## src/rtl/lagarto_plic_pkg.sv

```systemverilog
// Shared types and constants for the PLIC per-context claim controller.
// Contents:
//   source_state_t   - per-source lifecycle state (idle / pending / in service)
//   NO_INTERRUPT_ID  - ID returned when no source is eligible
//   DEFAULT_*        - default source count and priority width
//   id_width()       - bits needed to encode IDs 0..num_sources
package lagarto_plic_pkg;

    localparam int unsigned DEFAULT_NUM_SOURCES    = 8;
    localparam int unsigned DEFAULT_PRIORITY_WIDTH = 3;
    localparam int unsigned NO_INTERRUPT_ID        = 0;

    typedef enum logic [1:0] {
        SRC_IDLE       = 2'b00,
        SRC_PENDING    = 2'b01,
        SRC_IN_SERVICE = 2'b10
    } source_state_t;

    // ID 0 is reserved for "no interrupt", so NUM_SOURCES+1 codes are needed.
    function automatic int unsigned id_width(input int unsigned num_sources);
        return $clog2(num_sources + 1);
    endfunction

endpackage

```

## src/rtl/lagarto_plic_priority_tree.sv

```systemverilog
// Combinational selector: highest priority among eligible sources, ties to
// the lowest ID; returns NO_INTERRUPT_ID when nothing is eligible.
// Ports:
//   eligible_i  - per-source eligibility; bit i-1 is source i
//   priority_i  - packed per-source priorities; slice i-1 is source i
//   id_o        - winning source ID (0 = none)
module lagarto_plic_priority_tree
    import lagarto_plic_pkg::*;
#(
    parameter int unsigned NUM_SOURCES    = DEFAULT_NUM_SOURCES,
    parameter int unsigned PRIORITY_WIDTH = DEFAULT_PRIORITY_WIDTH,
    parameter int unsigned ID_WIDTH       = id_width(NUM_SOURCES)
) (
    input  logic [NUM_SOURCES-1:0]                eligible_i,
    input  logic [NUM_SOURCES*PRIORITY_WIDTH-1:0] priority_i,
    output logic [ID_WIDTH-1:0]                   id_o
);

    logic [PRIORITY_WIDTH-1:0] best_prio;
    logic [ID_WIDTH-1:0]       best_id;

    // Ascending scan with a strict compare keeps the lowest ID on ties.
    // Eligible sources always have priority > threshold >= 0, so starting
    // from zero never lets a priority-0 source win.
    always_comb begin
        best_prio = '0;
        best_id   = ID_WIDTH'(NO_INTERRUPT_ID);
        for (int unsigned i = 0; i < NUM_SOURCES; i++) begin
            if (eligible_i[i] &&
                (priority_i[i*PRIORITY_WIDTH +: PRIORITY_WIDTH] > best_prio)) begin
                best_prio = priority_i[i*PRIORITY_WIDTH +: PRIORITY_WIDTH];
                best_id   = ID_WIDTH'(i + 1);
            end
        end
    end

    assign id_o = best_id;

endmodule

```

## src/rtl/lagarto_plic_claim_controller.sv

```systemverilog
// Per-context PLIC target: tracks pending/in-service state per source,
// arbitrates against the context threshold, drives the hart interrupt line,
// sequences claim/complete and keeps each gateway closed while in service.
// Ports:
//   clk_i, rst_i            - clock, async active-high reset
//   interrupt_request_i     - per-source gateway requests (bit i-1 = source i)
//   source_priority_i       - packed per-source priorities
//   enable_i, threshold_i   - context enables and priority threshold
//   claim_i                 - claim-register read strobe
//   complete_i/complete_id_i- complete-register write strobe and ID
//   claim_id_o/claim_valid_o- claimed ID and its one-cycle valid pulse
//   external_interrupt_o    - registered "something eligible" to the hart
//   interrupt_complete_o    - per-source gateway open (0 while in service)
//   pending_o               - pending bits for register readback
module lagarto_plic_claim_controller
    import lagarto_plic_pkg::*;
#(
    parameter int unsigned NUM_SOURCES    = DEFAULT_NUM_SOURCES,
    parameter int unsigned PRIORITY_WIDTH = DEFAULT_PRIORITY_WIDTH,
    parameter int unsigned ID_WIDTH       = id_width(NUM_SOURCES)
) (
    input  logic                                  clk_i,
    input  logic                                  rst_i,
    input  logic [NUM_SOURCES-1:0]                interrupt_request_i,
    input  logic [NUM_SOURCES*PRIORITY_WIDTH-1:0] source_priority_i,
    input  logic [NUM_SOURCES-1:0]                enable_i,
    input  logic [PRIORITY_WIDTH-1:0]             threshold_i,
    input  logic                                  claim_i,
    input  logic                                  complete_i,
    input  logic [ID_WIDTH-1:0]                   complete_id_i,
    output logic [ID_WIDTH-1:0]                   claim_id_o,
    output logic                                  claim_valid_o,
    output logic                                  external_interrupt_o,
    output logic [NUM_SOURCES-1:0]                interrupt_complete_o,
    output logic [NUM_SOURCES-1:0]                pending_o
);

    source_state_t              state_q [NUM_SOURCES];
    source_state_t              state_d [NUM_SOURCES];
    logic [NUM_SOURCES-1:0]     eligible;
    logic [ID_WIDTH-1:0]        arb_id;
    logic [ID_WIDTH-1:0]        claim_id_q;
    logic                       claim_valid_q;
    logic                       ext_irq_q;
    logic [NUM_SOURCES-1:0]     int_complete_q;

    always_comb begin
        eligible  = '0;
        pending_o = '0;
        for (int unsigned i = 0; i < NUM_SOURCES; i++) begin
            pending_o[i] = (state_q[i] == SRC_PENDING);
            eligible[i]  = (state_q[i] == SRC_PENDING) && enable_i[i] &&
                           (source_priority_i[i*PRIORITY_WIDTH +: PRIORITY_WIDTH] > threshold_i);
        end
    end

    lagarto_plic_priority_tree #(
        .NUM_SOURCES    (NUM_SOURCES),
        .PRIORITY_WIDTH (PRIORITY_WIDTH),
        .ID_WIDTH       (ID_WIDTH)
    ) u_priority_tree (
        .eligible_i (eligible),
        .priority_i (source_priority_i),
        .id_o       (arb_id)
    );

    // Claim and complete act on disjoint states (PENDING vs IN_SERVICE), so
    // a same-cycle claim/complete never contends for one source. IDs 0 and
    // out-of-range completes simply match no source.
    always_comb begin
        for (int unsigned i = 0; i < NUM_SOURCES; i++) begin
            state_d[i] = state_q[i];
            case (state_q[i])
                SRC_IDLE: begin
                    if (interrupt_request_i[i]) state_d[i] = SRC_PENDING;
                end
                SRC_PENDING: begin
                    if (claim_i && (arb_id == ID_WIDTH'(i + 1))) state_d[i] = SRC_IN_SERVICE;
                end
                SRC_IN_SERVICE: begin
                    if (complete_i && (complete_id_i == ID_WIDTH'(i + 1))) state_d[i] = SRC_IDLE;
                end
                default: state_d[i] = SRC_IDLE;
            endcase
        end
    end

    always_ff @(posedge clk_i or posedge rst_i) begin
        if (rst_i) begin
            for (int unsigned i = 0; i < NUM_SOURCES; i++) begin
                state_q[i] <= SRC_IDLE;
            end
            claim_id_q     <= '0;
            claim_valid_q  <= 1'b0;
            ext_irq_q      <= 1'b0;
            int_complete_q <= '1;
        end else begin
            for (int unsigned i = 0; i < NUM_SOURCES; i++) begin
                state_q[i]        <= state_d[i];
                // Follows the registered state, so the gateway sees the
                // change one cycle after the FSM transition.
                int_complete_q[i] <= (state_q[i] != SRC_IN_SERVICE);
            end
            if (claim_i) begin
                claim_id_q <= arb_id;
            end
            claim_valid_q <= claim_i;
            ext_irq_q     <= (arb_id != ID_WIDTH'(NO_INTERRUPT_ID));
        end
    end

    assign claim_id_o           = claim_id_q;
    assign claim_valid_o        = claim_valid_q;
    assign external_interrupt_o = ext_irq_q;
    assign interrupt_complete_o = int_complete_q;

endmodule

```

## config.mk

```make
export PLATFORM = sky130hd
export DESIGN_NAME = lagarto_plic_claim_controller
export DESIGN_NICKNAME = d
export VERILOG_FILES = /design/src/rtl/lagarto_plic_pkg.sv /design/src/rtl/lagarto_plic_priority_tree.sv /design/src/rtl/lagarto_plic_claim_controller.sv
export SDC_FILE = /design/constraint.sdc
export NUM_CORES = 1
export LEC_CHECK = 0
export ABC_AREA = 1
export BUFFER_PORTS_ARGS = -buffer_cell sky130_fd_sc_hd__buf_2
export CAP_MARGIN = 10
export CORE_MARGIN = 2
export CORE_UTILIZATION = 55
export CTS_BUF_LIST = sky130_fd_sc_hd__clkbuf_4 sky130_fd_sc_hd__clkbuf_8
export CTS_CLUSTER_SIZE = 16
export DETAILED_ROUTE_END_ITERATION = 8
export GPL_TIMING_DRIVEN = 0
export PLACE_DENSITY = 0.93
export SYNTH_ARGS = -nofsm -noshare
export SYNTH_HDL_FRONTEND = slang
export SYNTH_SLANG_ARGS = --single-unit
```

## constraint.sdc

```tcl
create_clock -name clk_i -period 9.59 [get_ports clk_i]
set_input_delay 1.918 -clock clk_i [delete_from_list [all_inputs] [get_ports clk_i]]
set_output_delay 1.918 -clock clk_i [all_outputs]
set_load 0.05 [all_outputs]
```

Word level (Yosys, flattened, before mapping)
Index checks and enable logic that the tools add are counted.
- memory bits (read-only): 0
- bits of input ports: 51
- word-level logic and storage cells: 196
- output and inout bits: 22
- memories kept: 0
- bits in latches: 0
- register bits after elaboration: 30
- bits in writable memories: 0
- bitwise operators: 0
- shift-type cells: 0
- div/mod/pow operators: 0
- muxes and demuxes: 47
- reductions and logical operators: 57
- magnitude comparators: 16
- add/subtract/negate cells: 0
- multipliers: 0
- eq/ne operators: 64
- operator list (kind ; count):
    $mux 2 ; 26
    $ne 2x2->1 const B ; 24
    $pmux 2 s3 ; 8
    $gt 3x3->1 ; 15
    $logic_and 1x1->1 ; 40
    $mux 3 ; 11
    $eq 4x3->1 const B ; 8
    $reduce_and 3->1 ; 8
    $eq 2x1->1 const B ; 8
    $eq 2x2->1 const B ; 8
    $eq 4x2->1 const B ; 4
    $logic_not 2->1 ; 8
    $ne 2x1->1 const B ; 8
    $eq 4x1->1 const B ; 2
    $eq 4x4->1 const B ; 2
    $mux 4 ; 1
    $reduce_bool 4->1 ; 1
    $gt 3x1->1 const B ; 1
    $mux 1 ; 1

Depth between registers and ports, before layout
- depth in word-level cells: 30
- mapped depth: 67

Modules after synthesis
From an unflattened synthesis, not the netlist that was laid out.
- cell total of the unflattened synthesis: 392
- area, all modules: 2844.0 µm²
- modules (own cells, without submodules) (module ; area each (µm²) ; instances ; seq. area each (µm²) ; cells each):
    lagarto_plic_claim_controller ; 1959.4 ; 1 ; 760.7 ; 242
    lagarto_plic_priority_tree ; 884.6 ; 1 ; 0.0 ; 150

Worst setup path before layout
Ideal clock, no wire load.
- kind: input -> register
- start: in threshold_i[2]
- end: reg state_q[10] (netlist bit)
- path slack: -0.274 ns
- buffers on the path: 0
- stages: 65
- arrival time: 9.748 ns
- required time: 9.474 ns
- cell sequence: inv_1 > ha_1 > nand2_1 > nor2_1 > nor2_2 > nand3_1 > nor2_1 > inv_1 > ha_1 > nand2_1 > nor2_1 > nor2_1 > nor2_4 > nand2_2 > nand2_1 > and2_1 > ha_1 > nand3_1 > [29 not listed] > nand2_1 > o211ai_1 > a31oi_1 > nand3_1 > nand2_1 > o21ai_0 > ha_1 > nand2_1 > o211ai_1 > a31oi_1 > nand3_1 > nand2_1 > inv_1 > nand4_1 > inv_1 > nand2_1 > nand2_1 > nand2_1
- word-level cells in the longest chain between the ends: 29
- elaborated cells between the ends (all ways): 50
- those cells by class: order compare: 15; eq/ne: 2; mux: 15; reduce/logical: 18
- ends and longest elaborated chain (element ; line ; source):
    start, declared ; lagarto_plic_claim_controller.sv:27 ; input logic [PRIORITY_WIDTH-1:0] threshold_i,
    $gt 3x3->1 ; lagarto_plic_claim_controller.sv:53 ; (source_priority_i[i*PRIORITY_WIDTH +: PRIORITY_WIDTH] > threshold_i);
    $logic_and 1x1->1 ; lagarto_plic_claim_controller.sv:52 ; eligible[i] = (state_q[i] == SRC_PENDING) && enable_i[i] &&
    $logic_and 1x1->1 ; lagarto_plic_priority_tree.sv:29 ; if (eligible_i[i] &&
    $mux 3 ; lagarto_plic_priority_tree.sv:29 ;
    $gt 3x3->1 ; lagarto_plic_priority_tree.sv:30 ; (priority_i[i*PRIORITY_WIDTH +: PRIORITY_WIDTH] > best_prio)) begin
    $logic_and 1x1->1 ; lagarto_plic_priority_tree.sv:29 ;
    $mux 3 ; lagarto_plic_priority_tree.sv:29 ;
    $gt 3x3->1 ; lagarto_plic_priority_tree.sv:30 ;
    [13 not listed] ; n/a ;
    $mux 3 ; lagarto_plic_priority_tree.sv:29 ;
    $gt 3x3->1 ; lagarto_plic_priority_tree.sv:30 ;
    $logic_and 1x1->1 ; lagarto_plic_priority_tree.sv:29 ;
    $mux 4 (*) ; lagarto_plic_priority_tree.sv:29 ;
    $eq 4x2->1 (*) ; lagarto_plic_claim_controller.sv:78 ; if (claim_i && (arb_id == ID_WIDTH'(i + 1))) state_d[i] = SRC_IN_SERVICE;
    $logic_and 1x1->1 (*) ; lagarto_plic_claim_controller.sv:78 ;
    $ne 2x1->1 (no source line) (*) ; n/a ;
    $reduce_and 3->1 (no source line) (*) ; n/a ;
    end signal, assigned by index ; lagarto_plic_claim_controller.sv:99 ; state_q[i] <= state_d[i];
    end, declared ; lagarto_plic_claim_controller.sv:38 ; source_state_t state_q [NUM_SOURCES];
Every way passes the cells marked *; elsewhere a longest branch is shown, timed or not.
A chain may end at the register's enable or synchronous reset.

Worst setup path in the final report
- start: in threshold_i[1]
- end: reg state_q[14] (netlist bit)
- word-level cells in the longest chain between the ends: 29
- elaborated cells between the ends (all ways): 50
- those cells by class: order compare: 15; eq/ne: 2; mux: 15; reduce/logical: 18
- ends and longest elaborated chain (element ; line):
    $gt 3x3->1 ; lagarto_plic_claim_controller.sv:53
    $logic_and 1x1->1 ; lagarto_plic_claim_controller.sv:52
    $logic_and 1x1->1 ; lagarto_plic_priority_tree.sv:29
    $mux 3 ; lagarto_plic_priority_tree.sv:29
    $gt 3x3->1 ; lagarto_plic_priority_tree.sv:30
    $logic_and 1x1->1 ; lagarto_plic_priority_tree.sv:29
    $mux 3 ; lagarto_plic_priority_tree.sv:29
    $gt 3x3->1 ; lagarto_plic_priority_tree.sv:30
    [13 not listed] ; n/a
    $mux 3 ; lagarto_plic_priority_tree.sv:29
    $gt 3x3->1 ; lagarto_plic_priority_tree.sv:30
    $logic_and 1x1->1 ; lagarto_plic_priority_tree.sv:29
    $mux 4 (*) ; lagarto_plic_priority_tree.sv:29
    $eq 4x1->1 (*) ; lagarto_plic_claim_controller.sv:78
    $logic_and 1x1->1 (*) ; lagarto_plic_claim_controller.sv:78
    $ne 2x1->1 (no source line) (*) ; n/a
    $reduce_and 3->1 (no source line) (*) ; n/a
Marks and branches as above.

==> impl_metrics.csv <==
group,metric,value,unit
outcome,status,"finished, violations left",
outcome,violations,"negative setup slack",
yosys,synth_cells,370,
worst_setup_path,critPathRequiredTime,9.76,ns
yosys,yosys-top-cells-count,"nand2_1, ha_1, inv_1",
pwr,p_leak,2.10,nW
yosys,ys.flop_type,"dfrtp_1",
clock_tree,holdBufCountCts,0,
yosys,synth_seq_cells,30,
pwr,irDropWorstVdd,0.218,mV
yosys,synth_area,2770,um^2
yosys,synthArstFlopShare,100,%
yosys,yosysUniqueCellTypes,34,
layout,final_area,4060,um^2
clock_tree,cts.clk_slew.worst_paths,0.07,ns
floorplanning,core_area,4790,um^2
pwr,p_per_area,250,nW/um^2
floorplanning,dieArea,5620,um^2
sta,drv_slew,0,
clock_tree,clk_path_buf_depth,2,
worst_setup_path,slowest_stage,"ha_4",
sta,final-setup-viol-count,19,
layout,final_net_count,578,
routing,firstDrtPassIters,6,
routing,drtAntennaViolNets,0,
layout,area_delta_synth_final,46.6,%
grt,grt_pass1_vias,2734,
layout,final_util,84.8,%
yosys,avgSynthCellArea,7.48,um^2
floorplanning,die_h,74.9,um
sta,fmax,100,MHz
placed_design,place_hpwl,5440,um
clock_tree,cts_buffers,5,
grt,grt_start_max_net_pins,31,
grt,grt_overflow,0,
floorplanning,rows,25,
sta,fin_ws,-0.376,ns
sta,hold_viol_final,0,
yosys,ys_warn_count,0,
worst_setup_path,critical_path_class,"in2reg",
floorplanning,die_x,74.9,um
sta,fin_skew,0.00976,ns
pwr,fin_total_pwr,1.02,mW
yosys,yosys.area.top_type,"dfrtp_1",
layout,drive_above_1_share,48.5,%
layout,num_antenna_cells,0,
placed_design,port_buffers,72,
sta,period_share,104,%
layout,fin_cells,554,
yosys,synth_nets,462,
sta,worstMarginPinSlew,0.483,ns
yosys,synth_edf_count,0,
worst_setup_path,cp_max_fo,7,
floorplanning,ios,73,
routing,drc,0,
clock_tree,cts_tree,"done",
worst_setup_path,cpPeakStageDelay,0.35,ns
sta,setup_tns,-5.33,ns
routing,routed_wl,10100,um
worst_setup_path,cp.arrival,10.14,ns
clock_tree,clock-root-buffer,"clkbuf_8",
grt,antenna_found_initial,0,
clock_tree,htreeDepth,2,
placed_design,postPlaceCellArea,3290,um^2
grt,grt_pass1_wl,11900,um
run,cap_violations,0,
sta,rsz0062_at_grt,"true",
routing,via_count,3280,
yosys,synth.top_cell.area_share,19.9,%
grt,grt_usage,27.7,%
yosys,seq_area_frac_synth,27.5,%
worst_setup_path,crit_path_frequent_cell,"nand2_2",
routing,vias_per_cell,5.92,
routing,drt-initial-drc-count,257,
floorplanning,start_util,57.8,%
placed_design,place_inst,509,
clock_tree,cts_sinks,30,
worst_setup_path,end_kind,"flip-flop",
sta,max-slew-margin-rel,67.7,%
hold_path,hp-class,"reg2reg",
sta,min_period,9.97,ns
clock_tree,clk_latency,0.29,ns
yosys,synth_area_leaders,"dfrtp_1, ha_1, nand2_1, dfstp_2, nand3_1",
yosys,yosysMostFrequentCell,"nand2_1",
placed_design,gp_congestion,0.900,
routing,wire_per_inst,18.1,um
worst_setup_path,startpoint_type,"input port",
==> layer usage <==
| metal | global-route usage [%] | up-vias | part of all wire, % |
|---|---|---|---|
| li1 | - | 1465 | - |
| met1 | 33.0 | 1499 | 36 |
| met2 | 50.3 | 234 | 49 |
| met3 | 6.69 | 82 | 8.3 |
| met4 | 6.55 | 0 | 6.6 |
| met5 | 0 | - | 0 |
==> final timing paths <==
kind | start | endpoint | slack (ns) | cells past startpoint
worst min register to register | state_q[3] | interrupt_complete_o[6] | 0.46 | 1
max in group asynchronous | rst_i | interrupt_complete_o[7] | 7.40 | 3
worst min-delay path | state_q[3] | interrupt_complete_o[6] | 0.46 | 1
worst max-delay path | threshold_i[1] | state_q[14] | -0.38 | 64
worst max register to register | state_q[15] | state_q[14] | 1.20 | 61
min in group asynchronous | rst_i | state_q[12] | 1.63 | 2
==> placed cells by master (no fill, tap or decap), types with 11 or more instances in the layout <==
cell type and instances:
nand2_2 19, inv_1 32, buf_2 69, o21ai_1 11, nand2_1 72, nand3_1 21, buf_4 39, dfrtp_1 22
nor2_1 25, ha_1 31, a21oi_1 12, nand3_2 12, inv_2 13
==> registers in the layout (all words and copies together) (netlist names) <==
| register | count |
|---|---|
| claim_valid_o | 1 |
| claim_id_o | 4 |
| external_interrupt_o | 1 |
| state_q | 16 |
| interrupt_complete_o | 8 |
==> area by class of cell <==
type / count / area, um^2
flip-flops and latches: 30 / 761
inverters: 48 / 188
well taps: 67 / 83.8
multi-input cells: 285 / 2170
fillers: 241 / 728
plain buffers: 7 / 52.6
clock buffers: 8 / 110
repair buffers: 109 / 692
==> per-stage QoR <==
| step | hold slack (ns) | setup WS, ns |
|---|---|---|
| final | 0.463 | -0.376 |
| after global routing | 0.487 | -0.831 |
| after CTS | 0.460 | 0.00116 |
| after detailed placement | 0.450 | -1.12 |
| after global placement | 0.424 | -0.890 |
| after floorplan | 0.408 | 0.00577 |
==> critical path: cells and delay by family <==
kind                     cells  cell delay, ns
AND/OR/NAND/NOR             41            4.26
AO/OA/AOI/OAI               10            1.10
adder cells (fa/ha/maj)      8            2.28
buffers and inverters        5            0.52
==> cell families (layout without fill, tap and decap cells) <==
family	count (synthesis)	count (layout)	synth area share [%]
AO/OA/AOI/OAI	53	53	10.9
adder cells (fa/ha/maj)	41	41	18.5
buffers and inverters	55	172	8.41
flip-flops	30	30	27.5
AND/OR/NAND/NOR	191	191	34.6
==> power breakdown <==
group	internal, mW	switching (mW)	leakage (nW)	total [mW]
Sequential	0.167	0.0257	0.353	0.193
Combinational	0.249	0.451	1.69	0.700
Clock	0.0724	0.0504	0.0575	0.123
==> what timing repair did <==
action,in CTS,in global routing
resized for setup,14,63
buffers inserted,21,15
pin swaps,16,46
setup endpoints to repair,21,21
Power figures use the tool's default switching activity.
